$ cat src/rtl/spi_mm_pkg.sv
// Shared types and constants for the SPI memory master: FSM states,
// frame command codes and the frame length.
package spi_mm_pkg;

   typedef enum logic [2:0] {
      IDLE,
      START,
      SHIFT,
      TURN,
      CAPTURE,
      GAP
   } state_t;

   localparam logic [1:0] CMD_WR_ADDR = 2'b00;
   localparam logic [1:0] CMD_WR_DATA = 2'b01;
   localparam logic [1:0] CMD_RD_ADDR = 2'b10;
   localparam logic [1:0] CMD_RD_DATA = 2'b11;

   localparam int FRAME_LEN = 10;

endpackage

$ cat src/rtl/spi_mm_shifter.sv
// Serial datapath for the SPI memory master: TX frame shift register,
// RX capture shift register and the shared bit/cycle counter.
module spi_mm_shifter
   import spi_mm_pkg::*;
#(
   parameter int ADDR_SIZE = 8,
   parameter int CNT_W     = 5
) (
   input  logic                 clk,
   input  logic                 rst_n,
   input  logic                 load,
   input  logic [FRAME_LEN-1:0] frame,
   input  logic                 shift_en,
   input  logic                 cap_en,
   input  logic                 cnt_clr,
   input  logic                 miso,
   output logic                 tx_bit,
   output logic [ADDR_SIZE-1:0] rx_data,
   output logic [CNT_W-1:0]     cnt
);

   logic [FRAME_LEN-1:0] tx_reg;
   logic [ADDR_SIZE-1:0] rx_reg;
   logic [ADDR_SIZE-1:0] rx_next;
   logic [CNT_W-1:0]     cnt_reg;

   // MSB-first capture: each new sample enters at bit 0 and older bits move up.
   assign rx_next[0] = miso;
   generate
      for (genvar gi = 1; gi < ADDR_SIZE; gi++) begin : g_rx_shift
         assign rx_next[gi] = rx_reg[gi-1];
      end
   endgenerate

   always_ff @(posedge clk or negedge rst_n) begin
      if (!rst_n) begin
         tx_reg  <= '0;
         rx_reg  <= '0;
         cnt_reg <= '0;
      end else begin
         if (load)
            tx_reg <= frame;
         else if (shift_en)
            tx_reg <= {tx_reg[FRAME_LEN-2:0], 1'b0};
         if (cap_en)
            rx_reg <= rx_next;
         if (cnt_clr)
            cnt_reg <= '0;
         else
            cnt_reg <= cnt_reg + CNT_W'(1);
      end
   end

   assign tx_bit  = tx_reg[FRAME_LEN-1];
   assign rx_data = rx_reg;
   assign cnt     = cnt_reg;

endmodule

$ cat src/rtl/spi_mem_master.sv
// Host-request to SPI-frame memory master (write: addr+data frames, read: addr+data
// frames then capture). Optional read-address cache enabled by SPI_MM_RDADDR_CACHE_EN.
module spi_mem_master
   import spi_mm_pkg::*;
#(
   parameter int ADDR_SIZE  = 8,
   parameter int TURNAROUND = 1
) (
   input  logic                 clk,
   input  logic                 rst_n,
   input  logic                 req_valid,
   output logic                 req_ready,
   input  logic                 req_wr,
   input  logic [ADDR_SIZE-1:0] req_addr,
   input  logic [ADDR_SIZE-1:0] req_wdata,
   output logic                 resp_valid,
   output logic [ADDR_SIZE-1:0] resp_rdata,
   output logic                 busy,
   output logic                 SS_n,
   output logic                 MOSI,
   input  logic                 MISO
);

   localparam int CNT_W = $clog2(FRAME_LEN + TURNAROUND + ADDR_SIZE + 1);
   localparam logic [CNT_W-1:0] SHIFT_LAST = CNT_W'(FRAME_LEN - 1);
   localparam logic [CNT_W-1:0] TURN_LAST  = CNT_W'((TURNAROUND > 0) ? TURNAROUND - 1 : 0);
   localparam logic [CNT_W-1:0] CAP_LAST   = CNT_W'(ADDR_SIZE - 1);

   state_t                state_reg, state_next;
   logic                  data_frame_reg, data_frame_next;
   logic                  wr_reg;
   logic [ADDR_SIZE-1:0]  addr_reg;
   logic [ADDR_SIZE-1:0]  wdata_reg;
   logic [ADDR_SIZE-1:0]  rdata_reg;

   logic                  accept;
   logic                  cache_hit;
   logic                  load, shift_en, cap_en, cnt_clr;
   logic                  rd_done;
   logic [FRAME_LEN-1:0]  frame;
   logic                  tx_bit;
   logic [ADDR_SIZE-1:0]  rx_data;
   logic [CNT_W-1:0]      cnt;

   assign accept = req_valid && (state_reg == IDLE);

`ifdef SPI_MM_RDADDR_CACHE_EN
   logic                  cache_valid_reg;
   logic [ADDR_SIZE-1:0]  cache_addr_reg;

   // The slave keeps its read address across writes, so only reset drops the entry.
   always_ff @(posedge clk or negedge rst_n) begin
      if (!rst_n) begin
         cache_valid_reg <= 1'b0;
         cache_addr_reg  <= '0;
      end else if (accept && !req_wr) begin
         cache_valid_reg <= 1'b1;
         cache_addr_reg  <= req_addr;
      end
   end

   assign cache_hit = !req_wr && cache_valid_reg && (cache_addr_reg == req_addr);
`else
   assign cache_hit = 1'b0;
`endif

   always_ff @(posedge clk or negedge rst_n) begin
      if (!rst_n) begin
         state_reg      <= IDLE;
         data_frame_reg <= 1'b0;
         wr_reg         <= 1'b0;
         addr_reg       <= '0;
         wdata_reg      <= '0;
         rdata_reg      <= '0;
      end else begin
         state_reg      <= state_next;
         data_frame_reg <= data_frame_next;
         if (accept) begin
            wr_reg    <= req_wr;
            addr_reg  <= req_addr;
            wdata_reg <= req_wdata;
         end
         if (rd_done)
            rdata_reg <= rx_data;
      end
   end

   always_comb begin
      frame = {CMD_WR_ADDR, addr_reg};
      if (!data_frame_reg)
         frame = {(wr_reg ? CMD_WR_ADDR : CMD_RD_ADDR), addr_reg};
      else if (wr_reg)
         frame = {CMD_WR_DATA, wdata_reg};
      else
         frame = {CMD_RD_DATA, {ADDR_SIZE{1'b0}}};
   end

   // Counter is held clear in every state that does not time itself.
   always_comb begin
      state_next      = state_reg;
      data_frame_next = data_frame_reg;
      load            = 1'b0;
      shift_en        = 1'b0;
      cap_en          = 1'b0;
      cnt_clr         = 1'b1;
      case (state_reg)
         IDLE: begin
            if (req_valid) begin
               state_next      = START;
               data_frame_next = cache_hit;
            end
         end
         START: begin
            load       = 1'b1;
            state_next = SHIFT;
         end
         SHIFT: begin
            shift_en = 1'b1;
            cnt_clr  = 1'b0;
            if (cnt == SHIFT_LAST) begin
               cnt_clr = 1'b1;
               if (data_frame_reg && !wr_reg)
                  state_next = (TURNAROUND > 0) ? TURN : CAPTURE;
               else
                  state_next = GAP;
            end
         end
         TURN: begin
            cnt_clr = 1'b0;
            if (cnt == TURN_LAST) begin
               cnt_clr    = 1'b1;
               state_next = CAPTURE;
            end
         end
         CAPTURE: begin
            cap_en  = 1'b1;
            cnt_clr = 1'b0;
            if (cnt == CAP_LAST) begin
               cnt_clr    = 1'b1;
               state_next = GAP;
            end
         end
         GAP: begin
            if (data_frame_reg) begin
               state_next = IDLE;
            end else begin
               state_next      = START;
               data_frame_next = 1'b1;
            end
         end
         default: state_next = IDLE;
      endcase
   end

   spi_mm_shifter #(
      .ADDR_SIZE (ADDR_SIZE),
      .CNT_W     (CNT_W)
   ) u_shifter (
      .clk      (clk),
      .rst_n    (rst_n),
      .load     (load),
      .frame    (frame),
      .shift_en (shift_en),
      .cap_en   (cap_en),
      .cnt_clr  (cnt_clr),
      .miso     (MISO),
      .tx_bit   (tx_bit),
      .rx_data  (rx_data),
      .cnt      (cnt)
   );

   // The final GAP of a read shows the freshly captured byte; rdata_reg holds it afterwards.
   assign rd_done    = (state_reg == GAP) && data_frame_reg && !wr_reg;
   assign resp_rdata = rd_done ? rx_data : rdata_reg;

   assign req_ready  = (state_reg == IDLE);
   assign busy       = !req_ready;
   assign resp_valid = (state_reg == GAP) && data_frame_reg;
   assign SS_n       = !((state_reg == START) || (state_reg == SHIFT) ||
                         (state_reg == TURN)  || (state_reg == CAPTURE));
   assign MOSI       = (state_reg == SHIFT) && tx_bit;

endmodule

$ cat config.mk
export PLATFORM = sky130hd
export DESIGN_NAME = spi_mem_master
export DESIGN_NICKNAME = d
export VERILOG_FILES = /design/src/rtl/spi_mm_pkg.sv /design/src/rtl/spi_mm_shifter.sv /design/src/rtl/spi_mem_master.sv
export SDC_FILE = /design/constraint.sdc
export NUM_CORES = 1
export LEC_CHECK = 0
export ABC_AREA = 1
export CORE_MARGIN = 2
export CORE_UTILIZATION = 50
export CTS_CLUSTER_DIAMETER = 50
export DETAILED_ROUTE_END_ITERATION = 10
export PLACE_DENSITY = 0.77
export SYNTH_ARGS = -nofsm -noshare
export SYNTH_HDL_FRONTEND = slang
export SYNTH_HIERARCHICAL = 1
export SYNTH_SLANG_ARGS = --single-unit
$ cat constraint.sdc
create_clock -name clk -period 2 [get_ports clk]
set_clock_uncertainty 0.2 [all_clocks]
set_input_delay 0.4 -clock clk [delete_from_list [all_inputs] [get_ports clk]]
set_output_delay 0.4 -clock clk [all_outputs]
set_load 0.01 [all_outputs]
* Word-level counts from Yosys, hierarchy flattened
Cells that the tools add are included.
Storage, ports and cells: bits in registers 52, latch bits 0, RAM bits 0, ROM bits 0, output and inout port bits 13, word-level logic and storage cells 61, memories kept 0
Operators by class: add/subtract/negate cells 1, multipliers 0, divide/modulo/power cells 0, magnitude comparators 0, equal/unequal tests 11, shift operators 0, muxes and demuxes 23, bitwise logic cells 0, reductions and logical operators 17
Operators by type and width (count):
- $mux 10 | 4
- $pmux 3 s6 | 1
- $mux 3 | 5
- $mux 1 | 8
- $mux 8 | 1
- $ne 2x2->1 const B | 4
- $eq 3x2->1 const B | 2
- $eq 3x3->1 const B | 2
- $add 5x1->5 const B | 1
- $eq 5x3->1 const B | 1
- $eq 5x4->1 const B | 1
- $logic_and 1x1->1 | 5
- $logic_not 5->1 | 1
- $mux 5 | 1
- $reduce_and 4->1 | 1
- $reduce_bool 2->1 | 2
- $eq 3x1->1 const B | 1
- $logic_not 1->1 | 3
- $logic_not 3->1 | 1
- $logic_or 1x1->1 | 3
- $pmux 1 s3 | 1
- $mux 2 | 1
- $pmux 1 s2 | 1
- $reduce_and 2->1 | 1

* Logic depth before layout (Yosys ltp)
depth after elaboration 5, gate-level depth with buffers 9, gate-level depth less buffers 9

* Hierarchy
Netlist, hierarchy kept.
By module, submodules not included:
- spi_mem_master | times used 1, cells each 191, area an instance 1420.1 µm², sequential area each 725.7 µm²
- spi_mm_shifter | times used 1, cells each 107, area an instance 952.2 µm², sequential area each 575.6 µm²

* Worst setup path before layout
Ideal clock, no wire load.
path type reg-to-output, start point register state_reg[0], end point output SS_n, data arrival time 1.284 ns, required time 1.400 ns, path slack 0.116 ns, stages on the path, launching flop included 4, buffers on the path 0, cells stage by stage dfrtp_1 -> inv_2 -> nor3_1 -> nor4_1
Between the ends: word-level cells in the longest chain between the ends 5, elaborated cells between the ends (all ways) 8, those cells by class 4 x eq/ne; 4 x reduce/logical
RTL lines:
- start: declaration | line spi_mem_master.sv:29 | state_t state_reg, state_next;
- start signal: assignment | line spi_mem_master.sv:76 | state_reg <= state_next;
- $eq 3x1->1 or $eq 3x2->1 (tied branches) | line spi_mem_master.sv:179 | assign SS_n = !((state_reg == START) || (state_reg == SHIFT) ||
- $logic_or 1x1->1 (2 in series) | line spi_mem_master.sv:179
- $logic_or 1x1->1 (*) | line spi_mem_master.sv:180 | (state_reg == TURN) || (state_reg == CAPTURE));
- $logic_not 1->1 (*) | line spi_mem_master.sv:179
- end: declaration | line spi_mem_master.sv:19 | output logic SS_n,
Mark *: on every way between the ends. The rest lies on a longest branch, timed or not.

* Worst setup path after layout
start point register state_reg[1], end point output resp_rdata[3]
Between the ends: word-level cells in the longest chain between the ends 4
RTL lines:
- $eq 3x3->1 | line spi_mem_master.sv:173 | assign rd_done = (state_reg == GAP) && data_frame_reg && !wr_reg;
- $logic_and 1x1->1 (2 in series) | line spi_mem_master.sv:173
- $mux 8
- end: declaration | line spi_mem_master.sv:17 | output logic [ADDR_SIZE-1:0] resp_rdata,
Every way passes these cells.

==> flow_summary.yaml <==
cts:
  tritoncts: "built"
  ctsRootBufferMaster: "sky130_fd_sc_hd__clkbuf_8"
  htreeDepth: 2
  clk-insertion-delay-late_ns: 0.30
  path_clk_slew_ns: 0.09
  numCtsBuffers: 5
  tritoncts_num_sinks: 52
  clock_path_buffers: 2
placement:
  inst_count_dp: 396
  port_buffers: 33
  hpwl_um: 3370
  dpl_cell_area_um2: 2870
  gpl.final_weighted_congestion: 0.842
logic_synthesis:
  syn_nets: 320
  yosysTopAreaCell: "sky130_fd_sc_hd__dfrtp_1"
  yosysWarnings: 6
  seq_area_frac_synth_pct: 54.9
  postSynthAreaPerCell_um2: 7.96
  synth_cell_types: 25
  postSynthRegisterBits: 52
  netlist_top_cells_area: "sky130_fd_sc_hd__dfrtp_1 55%, sky130_fd_sc_hd__nand2_1 21%, sky130_fd_sc_hd__nand3_1 4.9%, sky130_fd_sc_hd__o21ai_0 3.6%, sky130_fd_sc_hd__nor2_1 3.3%"
  post-synth-top-area-fraction_pct: 54.9
  post_synth_instance_area_um2: 2370
  post_synth_inst_count: 298
detailed_routing:
  remaining_routing_drc_violations: 0
  drt_first_iter_violations: 167
  drt-pass1-iter-count: 4
  route.vias.total: 2125
  ant_nets: 0
  postRouteWirelength_um: 5310
  routed_via_density: 5.10
  route.detailed.wl_per_inst_um: 12.7
global_route:
  use_met2_pct: 34.6
  groute.layer.met1.usage_pct: 29.0
  grt_usage_pct: 21.3
  largest_net_degree_at_the_start_of_global_routing: 53
  grt_overflow: 0
  grt_first_pass_wirelength_um: 8780
  grt_antenna_before_repair: 0
  first_global_vias: 1978
  gr-max-usage-layer: "met2"
  met3_layer_usage_reported_by_global_route_pct: 3.31
power_and_ir_drop:
  psw_mw: 1.85
  clock_power_share_pct: 14.5
  power.leakage_nw: 1.65
  power_switching_share_pct: 39.7
  internal_power_mw: 2.81
  comb_power_share_pct: 47.8
  power_density_nw_per_um2: 1470
  power_frac_seq_pct: 37.7
  vdd_drop_max_mv: 0.922
  fin_total_pwr_mw: 4.67
status:
  outcome: "finished with violations"
  failed_checks: "negative setup slack"
final_layout:
  stdcell_area_um2: 3180
  layout-drive-gt1-share_pct: 24.5
  final_cell_mix: "118 x sky130_fd_sc_hd__nand2_1, 52 x sky130_fd_sc_hd__dfrtp_1, 26 x sky130_fd_sc_hd__buf_4, 23 x sky130_fd_sc_hd__nand3_1"
  largest_register_ff_count: 10
  area_overhead_of_the_layout_relative_to_synthesis_pct: 34.2
  mostFrequentLayoutCell: "sky130_fd_sc_hd__nand2_1"
  design.final.nets: 386
  stdcell_count: 417
  num_antenna_cells: 0
floorplan:
  core-area_um2: 4660
  floorplan.die_area_um2: 5310
  start_util_pct: 50.9
  chipHeight_um: 72.9
  top_level_ports: 34
  num_rows: 25
  dieWidth_um: 72.9
timing:
  final_min_period_over_clock_period_pct: 105
  fmax_ghz: 0.476
  min_period_ns: 2.10
  rsz0062_at_grt: "yes"
  report.final.slew_viol_count: 0
  final.setup.worst_slack_ns: -0.100
  worst_slew_margin_rel_pct: 80.3
  final-hold-violation-count: 0
  setup_violation_total_in_the_final_timing_report: 9
  max_slew.worst_pin.slew_ns: 0.295
setup_path:
  worstPathCellList: "nor2_2, nand2_2, nor2_2, buf_6, buf_6, nand2_2, nand2_2, buf_6"
  cp_data_required_time_ns: 1.40
  critPathLaunch: "state_reg[1]"
  crit_slowest_cell: "sky130_fd_sc_hd__dfrtp_1"
  critical_path.top_delay_family: "simple AND/OR/NAND/NOR gates"
  worstPathMaxFanout: 8
  setup.worst_path.class: "reg -> out"
  cp-end-kind: "output pin"
  crit_path_max_incr_delay_ns: 0.42
  critical_path.startpoint_type: "flop"
  wp_data_arrival_ns: 1.50
  worst_r2r_startpoint: "state_reg[2]"
  path_buf_inv: 3
job:
  max_cap_viol_count: 0
min_path:
  worst_hold_path_type: "reg -> reg"
  min-delay-start: "rdata_reg[4]"
worst paths after layout:
kind | end | slack, ns | depth (start not counted)
max in group asynchronous | wdata_reg[5] | 0.95 | 3
worst min register to register | rdata_reg[4] | 0.27 | 2
worst max-delay path | resp_rdata[3] | -0.10 | 8
worst max register to register | rdata_reg[3] | -0.06 | 13
worst min-delay path | rdata_reg[4] | 0.27 | 2
min in group asynchronous | wdata_reg[3] | 0.43 | 3
cell families (layout without fill, tap and decap cells):
| group | Yosys count | after routing | synth area share, % |
|---|---|---|---|
| and+or+nand+nor | 187 | 187 | 32.7 |
| DFF | 52 | 52 | 54.9 |
| buffers and inverters | 30 | 95 | 5.64 |
| AOI/OAI and AO/OA | 28 | 28 | 6.28 |
| adders and majority gates | 1 | 1 | 0.527 |
timing repair:
item | 4_1_cts | 5_1_grt
hold buffers | 1 | 0
cloned | 1 | 0
pin swaps | 5 | 12
buffers inserted | 10 | 4
endpoints found under the hold margin | 52 | 0
endpoints found under the setup margin | 13 | 17
resized for setup | 68 | 35
layer usage:
metal | vias to the layer above | wire [µm] | share of wire, %
met1 | 1003 | 2360 | 45
met3 | 11 | 184 | 3.5
met2 | 45 | 2670 | 50
met5 | - | 0 | 0
li1 | 1066 | - | -
met4 | 0 | 91 | 1.7
power groups by stage:
| stage | registers (mW) | logic (mW) | clock network, mW |
|---|---|---|---|
| final | 1.76 | 2.23 | 0.677 |
| after global routing | 1.82 | 2.50 | 0.725 |
| after CTS | 1.74 | 2.04 | 0.697 |
| after detailed placement | 1.74 | 1.95 | 0 |
| after global placement | 1.72 | 1.89 | 0 |
| after floorplan | 1.70 | 1.21 | 0 |
final cells by class:
cell class | instances | area [µm²]
fillers | 350 | 1480
flip-flops and latches | 52 | 1300
multi-input cells | 216 | 1040
repair buffers | 67 | 591
inverters | 22 | 85.1
clock buffers | 5 | 68.8
well taps | 54 | 67.6
clock inverters | 1 | 30.0
worst min-delay path: stages (launching register included):
cell and delay [ns]:
sky130_fd_sc_hd__dfrtp_1 0.33, sky130_fd_sc_hd__o21ai_1 0.05, sky130_fd_sc_hd__nand2_1 0.06
Yosys cell counts:
master                     count
sky130_fd_sc_hd__inv_4         1
sky130_fd_sc_hd__nand2_4       1
sky130_fd_sc_hd__nand2_1     132
sky130_fd_sc_hd__buf_4         2
sky130_fd_sc_hd__nand2_2       2
sky130_fd_sc_hd__o21bai_1      2
sky130_fd_sc_hd__ha_1          1
sky130_fd_sc_hd__buf_2         3
sky130_fd_sc_hd__nor4_1        1
sky130_fd_sc_hd__nor2_2        2
sky130_fd_sc_hd__nor2_1       21
sky130_fd_sc_hd__buf_6         1
sky130_fd_sc_hd__nor3_2        1
sky130_fd_sc_hd__nand3_1      23
sky130_fd_sc_hd__clkbuf_1      2
sky130_fd_sc_hd__nand4_1       1
sky130_fd_sc_hd__inv_1        19
sky130_fd_sc_hd__nor2_4        2
sky130_fd_sc_hd__nor3_1        1
sky130_fd_sc_hd__o21ai_0      17
sky130_fd_sc_hd__a21oi_1       7
sky130_fd_sc_hd__o211ai_1      1
sky130_fd_sc_hd__inv_2         2
sky130_fd_sc_hd__a31oi_1       1
sky130_fd_sc_hd__dfrtp_1      52
metrics by stage:
step | hold WS (ns) | utilization (%) | worst slack, ns | TNS (ns)
2_1_floorplan | -0.0956 | - | 0.116 | 0
3_3_place_gp | 0.211 | 61.6 | -0.0549 | -0.475
3_5_place_dp | 0.211 | 61.6 | -0.0829 | -0.693
4_1_cts | 0.282 | 66.1 | -0.113 | -0.561
5_1_grt | 0.306 | 68.3 | -0.182 | -1.15
6_report | 0.274 | 68.3 | -0.100 | -0.428
Power figures use the tool's default switching activity.
